### src/rtl/pkg_defines.sv
// Shared definitions for the memory arbiter: FSM state type, default bus
// widths and a helper for sizing channel-index fields.
package pkg_defines;

    typedef enum logic [1:0] {
        IDLE = 2'd0,
        BUSY = 2'd1,
        DONE = 2'd2
    } arb_state_t;

    localparam int DEF_ADDR_WIDTH = 32;
    localparam int DEF_DATA_WIDTH = 128;

    // Width of a channel index; a single-channel build still needs one bit.
    function automatic int ptr_width(input int n);
        return (n > 1) ? $clog2(n) : 1;
    endfunction

endpackage

### src/rtl/round_robin_picker.sv
// Combinational round-robin picker: scans the request vector starting at
// i_ptr, ascending with wrap, and returns the first requesting channel.
module round_robin_picker #(
    parameter int CHANNELS = 2,
    parameter int PTR_W    = 1
) (
    input  logic [CHANNELS-1:0] i_req,
    input  logic [PTR_W-1:0]    i_ptr,
    output logic [PTR_W-1:0]    o_grant,
    output logic                o_valid
);

    // Walk offsets from farthest to nearest so the nearest hit is written last.
    always_comb begin
        int idx;
        idx     = 0;
        o_valid = 1'b0;
        o_grant = '0;
        for (int k = CHANNELS - 1; k >= 0; k--) begin
            idx = int'(i_ptr) + k;
            if (idx >= CHANNELS) begin
                idx = idx - CHANNELS;
            end
            if (i_req[idx]) begin
                o_valid = 1'b1;
                o_grant = PTR_W'(idx);
            end
        end
    end

endmodule

### src/rtl/memory_arbiter.sv
// Round-robin arbiter sharing one memory port between CHANNELS requesters.
// Optional watchdog: define MEM_ARB_TIMEOUT_EN to abort a BUSY transaction
// after MEM_TIMEOUT cycles without i_mem_ready (flagged on o_error).
module memory_arbiter
    import pkg_defines::*;
#(
    parameter int CHANNELS    = 2,
    parameter int ADDR_WIDTH  = DEF_ADDR_WIDTH,
    parameter int DATA_WIDTH  = DEF_DATA_WIDTH,
    parameter int MEM_TIMEOUT = 64
) (
    input  logic                           i_clock,
    input  logic                           i_reset,
    input  logic [CHANNELS-1:0]            i_req,
    input  logic [CHANNELS-1:0]            i_we,
    input  logic [CHANNELS*ADDR_WIDTH-1:0] i_addr,
    input  logic [CHANNELS*DATA_WIDTH-1:0] i_wdata,
    output logic [CHANNELS-1:0]            o_ack,
    output logic [CHANNELS-1:0]            o_error,
    output logic [DATA_WIDTH-1:0]          o_rdata,
    output logic                           o_mem_req,
    output logic                           o_mem_we,
    output logic [ADDR_WIDTH-1:0]          o_mem_addr,
    output logic [DATA_WIDTH-1:0]          o_mem_wdata,
    input  logic                           i_mem_ready,
    input  logic [DATA_WIDTH-1:0]          i_mem_rdata
);

    localparam int PTR_W = ptr_width(CHANNELS);
    localparam logic [PTR_W-1:0] LAST_CH = PTR_W'(CHANNELS - 1);

    arb_state_t             r_state;
    logic [PTR_W-1:0]       r_ptr;
    logic [PTR_W-1:0]       r_grant;
    logic [PTR_W-1:0]       w_grant;
    logic                   w_valid;
    logic [PTR_W-1:0]       w_ptr_next;
    logic [CHANNELS-1:0]    w_ack_onehot;
    logic [ADDR_WIDTH-1:0]  w_addr_arr  [CHANNELS];
    logic [DATA_WIDTH-1:0]  w_wdata_arr [CHANNELS];

    // Unpack the flat per-channel operand buses into indexable arrays.
    for (genvar gi = 0; gi < CHANNELS; gi++) begin : g_unpack
        assign w_addr_arr[gi]  = i_addr[gi*ADDR_WIDTH +: ADDR_WIDTH];
        assign w_wdata_arr[gi] = i_wdata[gi*DATA_WIDTH +: DATA_WIDTH];
    end

    round_robin_picker #(
        .CHANNELS (CHANNELS),
        .PTR_W    (PTR_W)
    ) u_picker (
        .i_req   (i_req),
        .i_ptr   (r_ptr),
        .o_grant (w_grant),
        .o_valid (w_valid)
    );

    // Pointer advances past the served channel; explicit wrap handles
    // channel counts that are not a power of two.
    assign w_ptr_next   = (r_grant == LAST_CH) ? '0 : r_grant + 1'b1;
    assign w_ack_onehot = CHANNELS'(1) << r_grant;

`ifdef MEM_ARB_TIMEOUT_EN
    localparam int TMR_W = $clog2(MEM_TIMEOUT + 1);
    localparam logic [TMR_W-1:0] TMO_LAST = TMR_W'(MEM_TIMEOUT - 1);
    logic [TMR_W-1:0] r_timer;
`else
    // Watchdog compiled out: the error flag can never be raised.
    logic [31:0] w_unused_timeout;
    assign w_unused_timeout = 32'(MEM_TIMEOUT);
    assign o_error          = '0;
`endif

    // Arbitration FSM; every output is a register updated here.
    always_ff @(posedge i_clock) begin
        if (i_reset) begin
            r_state     <= IDLE;
            r_ptr       <= '0;
            r_grant     <= '0;
            o_ack       <= '0;
            o_rdata     <= '0;
            o_mem_req   <= 1'b0;
            o_mem_we    <= 1'b0;
            o_mem_addr  <= '0;
            o_mem_wdata <= '0;
`ifdef MEM_ARB_TIMEOUT_EN
            o_error     <= '0;
            r_timer     <= '0;
`endif
        end else begin
            case (r_state)
                IDLE: begin
                    if (w_valid) begin
                        r_grant     <= w_grant;
                        o_mem_req   <= 1'b1;
                        o_mem_we    <= i_we[w_grant];
                        o_mem_addr  <= w_addr_arr[w_grant];
                        o_mem_wdata <= w_wdata_arr[w_grant];
                        r_state     <= BUSY;
`ifdef MEM_ARB_TIMEOUT_EN
                        r_timer     <= '0;
`endif
                    end
                end
                BUSY: begin
                    if (i_mem_ready) begin
                        o_mem_req <= 1'b0;
                        if (!o_mem_we) begin
                            o_rdata <= i_mem_rdata;
                        end
                        o_ack   <= w_ack_onehot;
                        r_state <= DONE;
                    end
`ifdef MEM_ARB_TIMEOUT_EN
                    else if (r_timer == TMO_LAST) begin
                        o_mem_req <= 1'b0;
                        o_rdata   <= '0;
                        o_ack     <= w_ack_onehot;
                        o_error   <= w_ack_onehot;
                        r_state   <= DONE;
                    end else begin
                        r_timer <= r_timer + 1'b1;
                    end
`endif
                end
                DONE: begin
                    o_ack   <= '0;
`ifdef MEM_ARB_TIMEOUT_EN
                    o_error <= '0;
`endif
                    r_ptr   <= w_ptr_next;
                    r_state <= IDLE;
                end
                default: r_state <= IDLE;
            endcase
        end
    end

endmodule

### config.mk
export PLATFORM = sky130hd
export DESIGN_NAME = memory_arbiter
export DESIGN_NICKNAME = d
export VERILOG_FILES = /design/src/rtl/pkg_defines.sv /design/src/rtl/round_robin_picker.sv /design/src/rtl/memory_arbiter.sv
export SDC_FILE = /design/constraint.sdc
export NUM_CORES = 1
export LEC_CHECK = 0
export ABC_AREA = 1
export CELL_PAD_IN_SITES_DETAIL_PLACEMENT = 1
export CELL_PAD_IN_SITES_GLOBAL_PLACEMENT = 1
export CORE_AREA = 2 2 289 291
export DETAILED_ROUTE_END_ITERATION = 16
export DIE_AREA = 0 0 291 293
export PLACE_DENSITY_LB_ADDON = 0.12
export SLEW_MARGIN = 30
export SYNTH_ARGS = -nofsm -noshare
export SYNTH_HDL_FRONTEND = slang
export SYNTH_SLANG_ARGS = --single-unit
### constraint.sdc
create_clock -name i_clock -period 2.3 [get_ports i_clock]
set_input_delay 0.345 -clock i_clock [delete_from_list [all_inputs] [get_ports i_clock]]
set_output_delay 0.345 -clock i_clock [all_outputs]
set_load 0.005 [all_outputs]
==> qor.txt, run 1 <==
Iter 0 DRT Violations: 414
DRT Pass-1 Iters: 4
H-tree depth: 2
Area grow syn2layout: 75.58%
Core Area: 0.08185 mm²
DP HPWL: 55760 µm
Critical Path AT: 1590 ps
CTS tree: done
CTS Hold Bufs: 0
Die H: 293 µm
Total placed cells including tap cells: 3719
Grt total ovfl: 0
Critical path depth: 1
RSZ-0062 raised after global routing: false
Root Buffer: clkbuf_16
Min Hold Slack: 229.5 ps
Clock sinks: 296
DRC Markers: 0
Max stage delay cell, worst path: clkdlybuf4s50_1
Port Buf Inserts: 746
# setup viols final: 0
Die width: 291 µm
Post-Synthesis Cells: 1996
Cells on worst reg2reg path: 8
# Post-CTS Setup Buffers: 0
Worst Tran Pin Value: 682.4 ps
Yosys warning count: 0
Max cap viols: 0
Hold Path Class: in2reg
Status: complete, no violations
TNS Setup: 0 ps
Post-route minimum period: 1937 ps
Layout Nets: 3148
PwrDens: 699.7 mW/mm²
Initial antenna violation count: 17
CP startpoint kind: flip-flop
Buf/Inv on CP: 1
Critical path capture point type: primary output
DR WL/cell: 19.42 µm
Standard-cell rows: 105
Leak: 10.20 nW
Overall Global Routing Usage: 16.75%
Final Core Density: 28.69%
CTS Buf Count: 42
Post-Route WL: 73710 µm
GP Congestion: 0.8004
Seq cells post-synth: 296
Setup Skew: 24.85 ps
Antenna Violating Nets Remaining: 0
Number of top-level pins: 749
Initial Utilization: 16.34%
Max Slew Vio Count: 0
Syn avg cell area: 6.700 µm²
Endpoints failing hold: 0
Worst path max stage delay: 600 ps
Clock buffer depth: 3
Fmax: 0.5164 GHz
Number of global-route vias before repair: 16360
Post-Layout Cell Count: 3796
Mapped cell area: 0.01337 mm²
First-pass GRT wire length: 107900 µm
CP max FO: 3
Clock transition at path regs: 60 ps
Largest net degree at the start of global routing: 119
Max_slew headroom: 54.44%
Crit-path leading delay family: buffers and inverters
Critical path class: reg2out
Max IR drop VDD: 378.6 µV
Post-cts sizing count: 0
Worst skew pair latency: 570 ps
CP Cell Sequence: clkdlybuf4s50_1
WP data required: 1960 ps
Layout cells sized above 1: 4.702%
Post-DR vias/cell: 4.106
Die area: 0.08526 mm²
Register area share after synthesis: 44.31%
Final period utilization: 84.20%
Via Count: 15590
Post-synth cell types: 18
Hold-critical path depth: 5
==> per-layer routing <==
metal	up-vias	track usage (%)	routed length, µm
met1	7426	17.59	27810
met2	456	31.82	38870
li1	7596	-	-
met5	-	0	176
met4	26	3.652	1201
met3	81	5.930	5653
==> layout make-up <==
cell class | instances | area (µm²)
fill | 9875 | 58360
timing repair buffer | 802 | 8203
sequential | 296 | 5926
multi-input combinational | 1221 | 5424
tap | 1070 | 1339
inverter | 330 | 1241
clock buffer | 62 | 1207
clock inverter | 11 | 132.6
antenna | 4 | 10.01
==> stage by stage <==
step / total power [mW] / setup WS [ps] / cell area, µm²
2_1_floorplan: 7.566 / 1043 / 13380
3_3_place_gp: 10.14 / 155.6 / 22130
3_5_place_dp: 10.19 / 151.2 / 22130
4_1_cts: 16.89 / 276.0 / 23470
5_1_grt: 17.45 / 258.8 / 23480
6_report: 16.43 / 363.4 / 23480
==> power breakdown <==
group          switching (mW)  total [mW]  internal, mW
logic                    1.90        4.08          2.18
registers               0.273        5.91          5.64
clock network            2.58        6.43          3.85
total                    4.76        16.4          11.7
==> sequential cells by signal, summed over array words and instances, names as in the netlist <==
name / cells
o_mem_addr: 32
r_ptr: 1
o_mem_we: 1
o_rdata: 128
r_grant: 1
o_ack: 2
o_mem_req: 1
o_mem_wdata: 128
r_state: 2
==> kinds of logic (layout without fill, tap and decap cells) <==
| kind of cell | Yosys count | count (layout) | synth area share (%) |
|---|---|---|---|
| flops | 296 | 296 | 44.31 |
| buf+inv | 480 | 1205 | 15.46 |
| other cells | 1 | 6 | 0.02804 |
| simple gates | 924 | 924 | 29.16 |
| compound gates | 295 | 295 | 11.04 |
==> Yosys cell counts <==
| cell type | count | share of area [%] |
|---|---|---|
| nand3_1 | 327 | 12 |
| clkbuf_2 | 11 | 0.41 |
| inv_2 | 3 | 0.084 |
| o21ai_0 | 118 | 4.4 |
| a21oi_1 | 167 | 6.2 |
| nand2_1 | 332 | 9.3 |
| nor2_4 | 2 | 0.17 |
| dfxtp_1 | 296 | 44 |
| buf_2 | 58 | 2.2 |
| clkbuf_1 | 38 | 1.1 |
| inv_1 | 327 | 9.2 |
| nand2_2 | 3 | 0.14 |
| buf_4 | 18 | 1.0 |
| nor2_1 | 260 | 7.3 |
| buf_1 | 10 | 0.28 |
| conb_1 | 1 | 0.028 |
| buf_6 | 15 | 1.3 |
| o21ai_1 | 10 | 0.37 |
==> worst paths after layout <==
kind | slack (ps) | end | start
worst max-delay path | 360 | o_mem_we | o_mem_we$_SDFFE_PP0P_
worst min-delay path | 230 | o_mem_addr[27]$_SDFFE_PP0P_ | i_req[1]
worst max register to register | 580 | o_mem_wdata[19]$_SDFFE_PP0P_ | r_state[1]$_SDFFE_PP0P_
worst min register to register | 470 | o_ack[0]$_SDFFE_PP0P_ | o_ack[0]$_SDFFE_PP0P_
==> layout by cell type (no fill, tap or decap) <==
master           netlist  layout
nand3_1              327     327
clkinv_8               0       2
buf_12                 0      25
inv_1                327     326
dfxtp_1              296     296
bufinv_16              0       2
inv_2                  3       3
clkbuf_16              0      43
clkbuf_8               0       6
clkdlybuf4s50_1        0     744
nor2_4                 2       2
a21oi_1              167     167
buf_4                 18      31
nor2_1               260     260
clkinv_2               0       5
clkbuf_1              38      13
nand2_8                0       2
inv_4                  0       1
conb_1                 1       2
o21ai_1               10      10
clkinvlp_4             0       2
buf_6                 15       2
o21ai_0              118     118
nand2_1              332     331
diode_2                0       4
nand2_4                0       2
==> tightest hold or removal path, stage by stage <==
cell and delay, ps:
buf_6 140, nand3_1 90, nand3_1 80, nand2_1 60, inv_1 30
Power figures use the tool's default switching activity.
==> run 2: changes to the inputs <==
- CORE_AREA: 2 2 289 291 -> 2 2 291 293
- DIE_AREA: 0 0 291 293 -> 0 0 293 295
- clock period: 2.3 -> 1.95 ns (I/O delays scaled with it)
==> run 2 against run 1 <==
Effect of this change: hold slack lost 160 ps; non-clock buffer count grew 8; critical path depth unchanged; register-to-register slack got worse by 200 ps; critical path type unchanged; largest cell class unchanged.
==> qor.txt, run 2 (synthesis gave the netlist of run 1 again) <==
Core Area: 0.08316 mm²
Worst skew pair latency: 550 ps
Initial Utilization: 16.08%
Total placed cells including tap cells: 3737
PwrDens: 819.0 mW/mm²
Switch share: 28.69%
TNS Setup: 0 ps
Max IR drop VDD: 404.7 µV
DRT Pass-1 Iters: 4
RSZ-0062 raised after global routing: false
Fmax: 0.5372 GHz
Comb pwr share: 25.1%
Die width: 293 µm
Clk network pwr share: 38.8%
Reg area: 0.005926 mm²
Via Count: 15470
Post-route minimum period: 1861 ps
Register share of total power: 36.0%
Crit-path leading delay family: buffers and inverters
Dpl ws: -88.57 ps
Hold Path Class: in2reg
Grt total ovfl: 0
Buf/Inv on CP: 1
Root Buffer: clkbuf_16
CP max FO: 2
Number of top-level pins: 749
Max Slew Vio Count: 0
WP data required: 1660 ps
Layout cells sized above 1: 4.837%
Post-DR vias/cell: 4.051
Int Power: 13.79 mW
Largest net degree at the start of global routing: 63
Final period utilization: 95.46%
CTS tree: done
Endpoints failing hold: 0
Post-Route WL: 72180 µm
Leak: 10.28 nW
Dpl cell area: 0.02227 mm²
DR WL/cell: 18.90 µm
Final Core Density: 28.39%
GP Congestion: 0.8170
Most common library cell in the layout ignoring fill and taps: clkdlybuf4s50_1
Die area: 0.08644 mm²
CTS Buf Count: 42
Max stage delay cell, worst path: clkdlybuf4s50_1
DP HPWL: 54650 µm
Antenna Violating Nets Remaining: 0
P_sw: 5.547 mW
Status: complete, no violations
Total power: 19.33 mW
Most frequent cells in the layout: clkdlybuf4s50_1, nand2_1, nand3_1
Iter 0 DRT Violations: 466
CP Cell Sequence: clkdlybuf4s50_1
Layout Nets: 3156
Overall Global Routing Usage: 15.97%
Worst Tran Pin Value: 704.2 ps
Critical Path AT: 1570 ps
Worst path max stage delay: 670 ps
Number of global-route vias before repair: 16150
Initial antenna violation count: 22
Multi-input logic area: 0.005424 mm²
CP startpoint kind: flip-flop
Critical path capture point type: primary output
Port Buf Inserts: 746
Max_slew headroom: 53.05%
Area grow syn2layout: 76.52%
DRC Markers: 0
First-pass GRT wire length: 104300 µm
Clock buffer depth: 3
Setup WS post-layout: 88.59 ps
Standard-cell rows: 106
Post-Layout Cell Count: 3818
# setup viols final: 0
Critical path class: reg2out
Setup Skew: 21.34 ps
H-tree depth: 2
# Post-CTS Setup Buffers: 0
Final instance area: 0.02361 mm²
CTS Hold Bufs: 0
Clock transition at path regs: 60 ps
Max cap viols: 0
Die H: 295 µm
Clock sinks: 296
Min Hold Slack: 72.21 ps
Top flop regs: o_mem_wdata: 128 flops, o_rdata: 128 flops, o_mem_addr: 32 flops
Filler cells: 9905
run 2: changes by cell type in the layout (fill, tap and decap cells not counted), sizes merged:
cell,change
buf,+8
bufinv,-1
clkbuf,+6
clkdlybuf4s50,-3
clkinv,-4
clkinvlp,-2
diode,+5
dlygate4sd2,+1
dlymetal6s2s,+2
run 2: layout make-up:
type / instances / area share (%)
timing repair buffer: 810 / 35.28
sequential: 296 / 25.10
multi-input combinational: 1221 / 22.98
tap: 1080 / 5.724
clock buffer: 68 / 5.337
inverter: 330 / 5.263
clock inverter: 4 / 0.2226
antenna: 9 / 0.09540
run 2: path summary, 6_finish.rpt:
kind | start | to | slack (ps) | depth (start not counted)
max reg2reg | r_state[1]$_SDFFE_PP0P_ | o_mem_wdata[69]$_SDFFE_PP0P_ | 380 | 8
min | i_req[1] | r_grant$_SDFFE_PP0P_ | 70 | 3
max | o_mem_wdata[97]$_SDFFE_PP0P_ | o_mem_wdata[97] | 90 | 1
min reg2reg | o_mem_req$_SDFFE_PP0P_ | o_mem_req$_SDFFE_PP0P_ | 460 | 2
run 2: power by group through the flow:
stage               sequential, mW  combinational (mW)  clock (mW)
floorplan                     7.11                1.81           0
global placement              7.08                4.91           0
detailed placement            7.10                4.96           0
CTS                           6.98                4.98        7.87
global route                  7.05                5.36        8.06
finish                        6.97                4.85        7.51
run 2: metal layers:
metal | up-vias | wire length, µm | GRT usage [%]
met5 | - | 163 | 0
met4 | 26 | 1774 | 4.728
met3 | 112 | 6915 | 6.826
met2 | 498 | 35960 | 28.81
met1 | 7216 | 27370 | 16.82
li1 | 7615 | - | -
run 2: repair_timing:
item,in CTS,in global routing
pin swaps,0,0
cloned,0,0
hold endpoints to repair,0,0
setup endpoints to repair,1,2
gates resized for setup,1,2
==> run 3: changes to the inputs <==
- SKIP_CTS_REPAIR_TIMING: unset -> 1
- SLEW_MARGIN: 30 -> 10
==> run 3 against run 2 <==
Effect of this change: fmax unchanged; clock skew stayed put; setup slack stayed put; critical path depth is the same; power hardly changed; clock power about the same; cell count did not move; largest cell class unchanged.
==> qor.txt, run 3 (synthesis gave the netlist of run 1 again) <==
Status: complete, no violations
Most frequent cells in the layout: clkdlybuf4s50_1, nand2_1, nand3_1
Layout cells sized above 1: 4.874%
Worst Tran Pin Value: 704.2 ps
Fmax: 0.5372 GHz
Max cap viols: 0
Max IR drop VDD: 404.7 µV
CP max FO: 2
PwrDens: 819.0 mW/mm²
Number of global-route vias before repair: 16150
WP data required: 1660 ps
Crit-path leading delay family: buffers and inverters
Multi-input logic area: 0.005424 mm²
Reg area: 0.005927 mm²
Hold Path Class: in2reg
DR WL/cell: 18.90 µm
RSZ-0062 raised after global routing: false
Post-Layout Cell Count: 3818
GP Congestion: 0.8170
Worst skew pair latency: 550 ps
Die H: 295 µm
CP Cell Sequence: clkdlybuf4s50_1
# setup viols final: 0
Post-route minimum period: 1861 ps
Die width: 293 µm
Dpl cell area: 0.02227 mm²
Initial Utilization: 16.08%
CTS tree: done
Via Count: 15470
Max Slew Vio Count: 0
Final period utilization: 95.46%
Die area: 0.08644 mm²
Critical path capture point type: primary output
Max_slew headroom: 53.05%
Core Area: 0.08316 mm²
Critical path class: reg2out
Top flop regs: o_mem_wdata: 128 flops, o_rdata: 128 flops, o_mem_addr: 32 flops
DRT Pass-1 Iters: 4
Leak: 10.28 nW
Most common library cell in the layout ignoring fill and taps: clkdlybuf4s50_1
Endpoints failing hold: 0
DRC Markers: 0
Port Buf Inserts: 746
Antenna Violating Nets Remaining: 0
Grt total ovfl: 0
Critical Path AT: 1570 ps
Post-Route WL: 72180 µm
Worst path max stage delay: 670 ps
Post-DR vias/cell: 4.051
Largest net degree at the start of global routing: 63
Layout Nets: 3156
Buf/Inv on CP: 1
H-tree depth: 2
Dpl ws: -88.57 ps
First-pass GRT wire length: 104300 µm
Filler cells: 9905
Total placed cells including tap cells: 3737
Setup Skew: 21.34 ps
Overall Global Routing Usage: 15.97%
Area grow syn2layout: 76.54%
Clock transition at path regs: 60 ps
Max stage delay cell, worst path: clkdlybuf4s50_1
Standard-cell rows: 106
CP startpoint kind: flip-flop
DP HPWL: 54650 µm
Clock buffer depth: 3
Setup WS post-layout: 88.59 ps
Root Buffer: clkbuf_16
Final instance area: 0.02361 mm²
CTS Buf Count: 42
Iter 0 DRT Violations: 466
Initial antenna violation count: 22
Reg-to-reg setup timing slack: 380 ps
Clock sinks: 296
Number of top-level pins: 749
## run 3: worst paths after layout
path | startpoint | end | cells past startpoint
setup / recovery | o_mem_wdata[97]$_SDFFE_PP0P_ | o_mem_wdata[97] | 1
setup reg to reg | r_state[1]$_SDFFE_PP0P_ | o_mem_wdata[69]$_SDFFE_PP0P_ | 8
hold reg to reg | o_mem_req$_SDFFE_PP0P_ | o_mem_req$_SDFFE_PP0P_ | 2
hold / removal | i_req[1] | r_grant$_SDFFE_PP0P_ | 3
## run 3: cell type report
type                    instances  area share [%]
diodes                          9         0.09539
clock buffers                  68           5.337
clock inverters                 4          0.2226
inverters                     330           5.262
multi-input cells            1221           22.97
flip-flops and latches        296           25.10
well taps                    1080           5.723
repair buffers                810           35.28
## run 3: per-layer routing
layer  GRT usage, %  wire [µm]
met2          28.81      35960
met1          16.82      27370
met4          4.728       1774
met5              0        163
met3          6.826       6915
## run 3: stage by stage
stage               hold WS (ps)  total power [mW]  setup TNS [ps]  utilization [%]
floorplan                  441.3             8.924               0                -
global placement           455.6             11.99          -398.6            26.78
detailed placement         459.4             12.06          -621.8            26.78
CTS                        34.32             19.84          -27.16            28.36
global route               60.27             20.47               0            28.38
finish                     72.21             19.34               0            28.39
## run 3: power by group
part / internal [mW] / total [mW] / leakage (nW) / switching, mW
Sequential: 6.65 / 6.97 / 2.44 / 0.318
Clock: 4.51 / 7.51 / 0.640 / 3.00
Combinational: 2.63 / 4.86 / 7.20 / 2.23
Total: 13.8 / 19.3 / 10.3 / 5.55
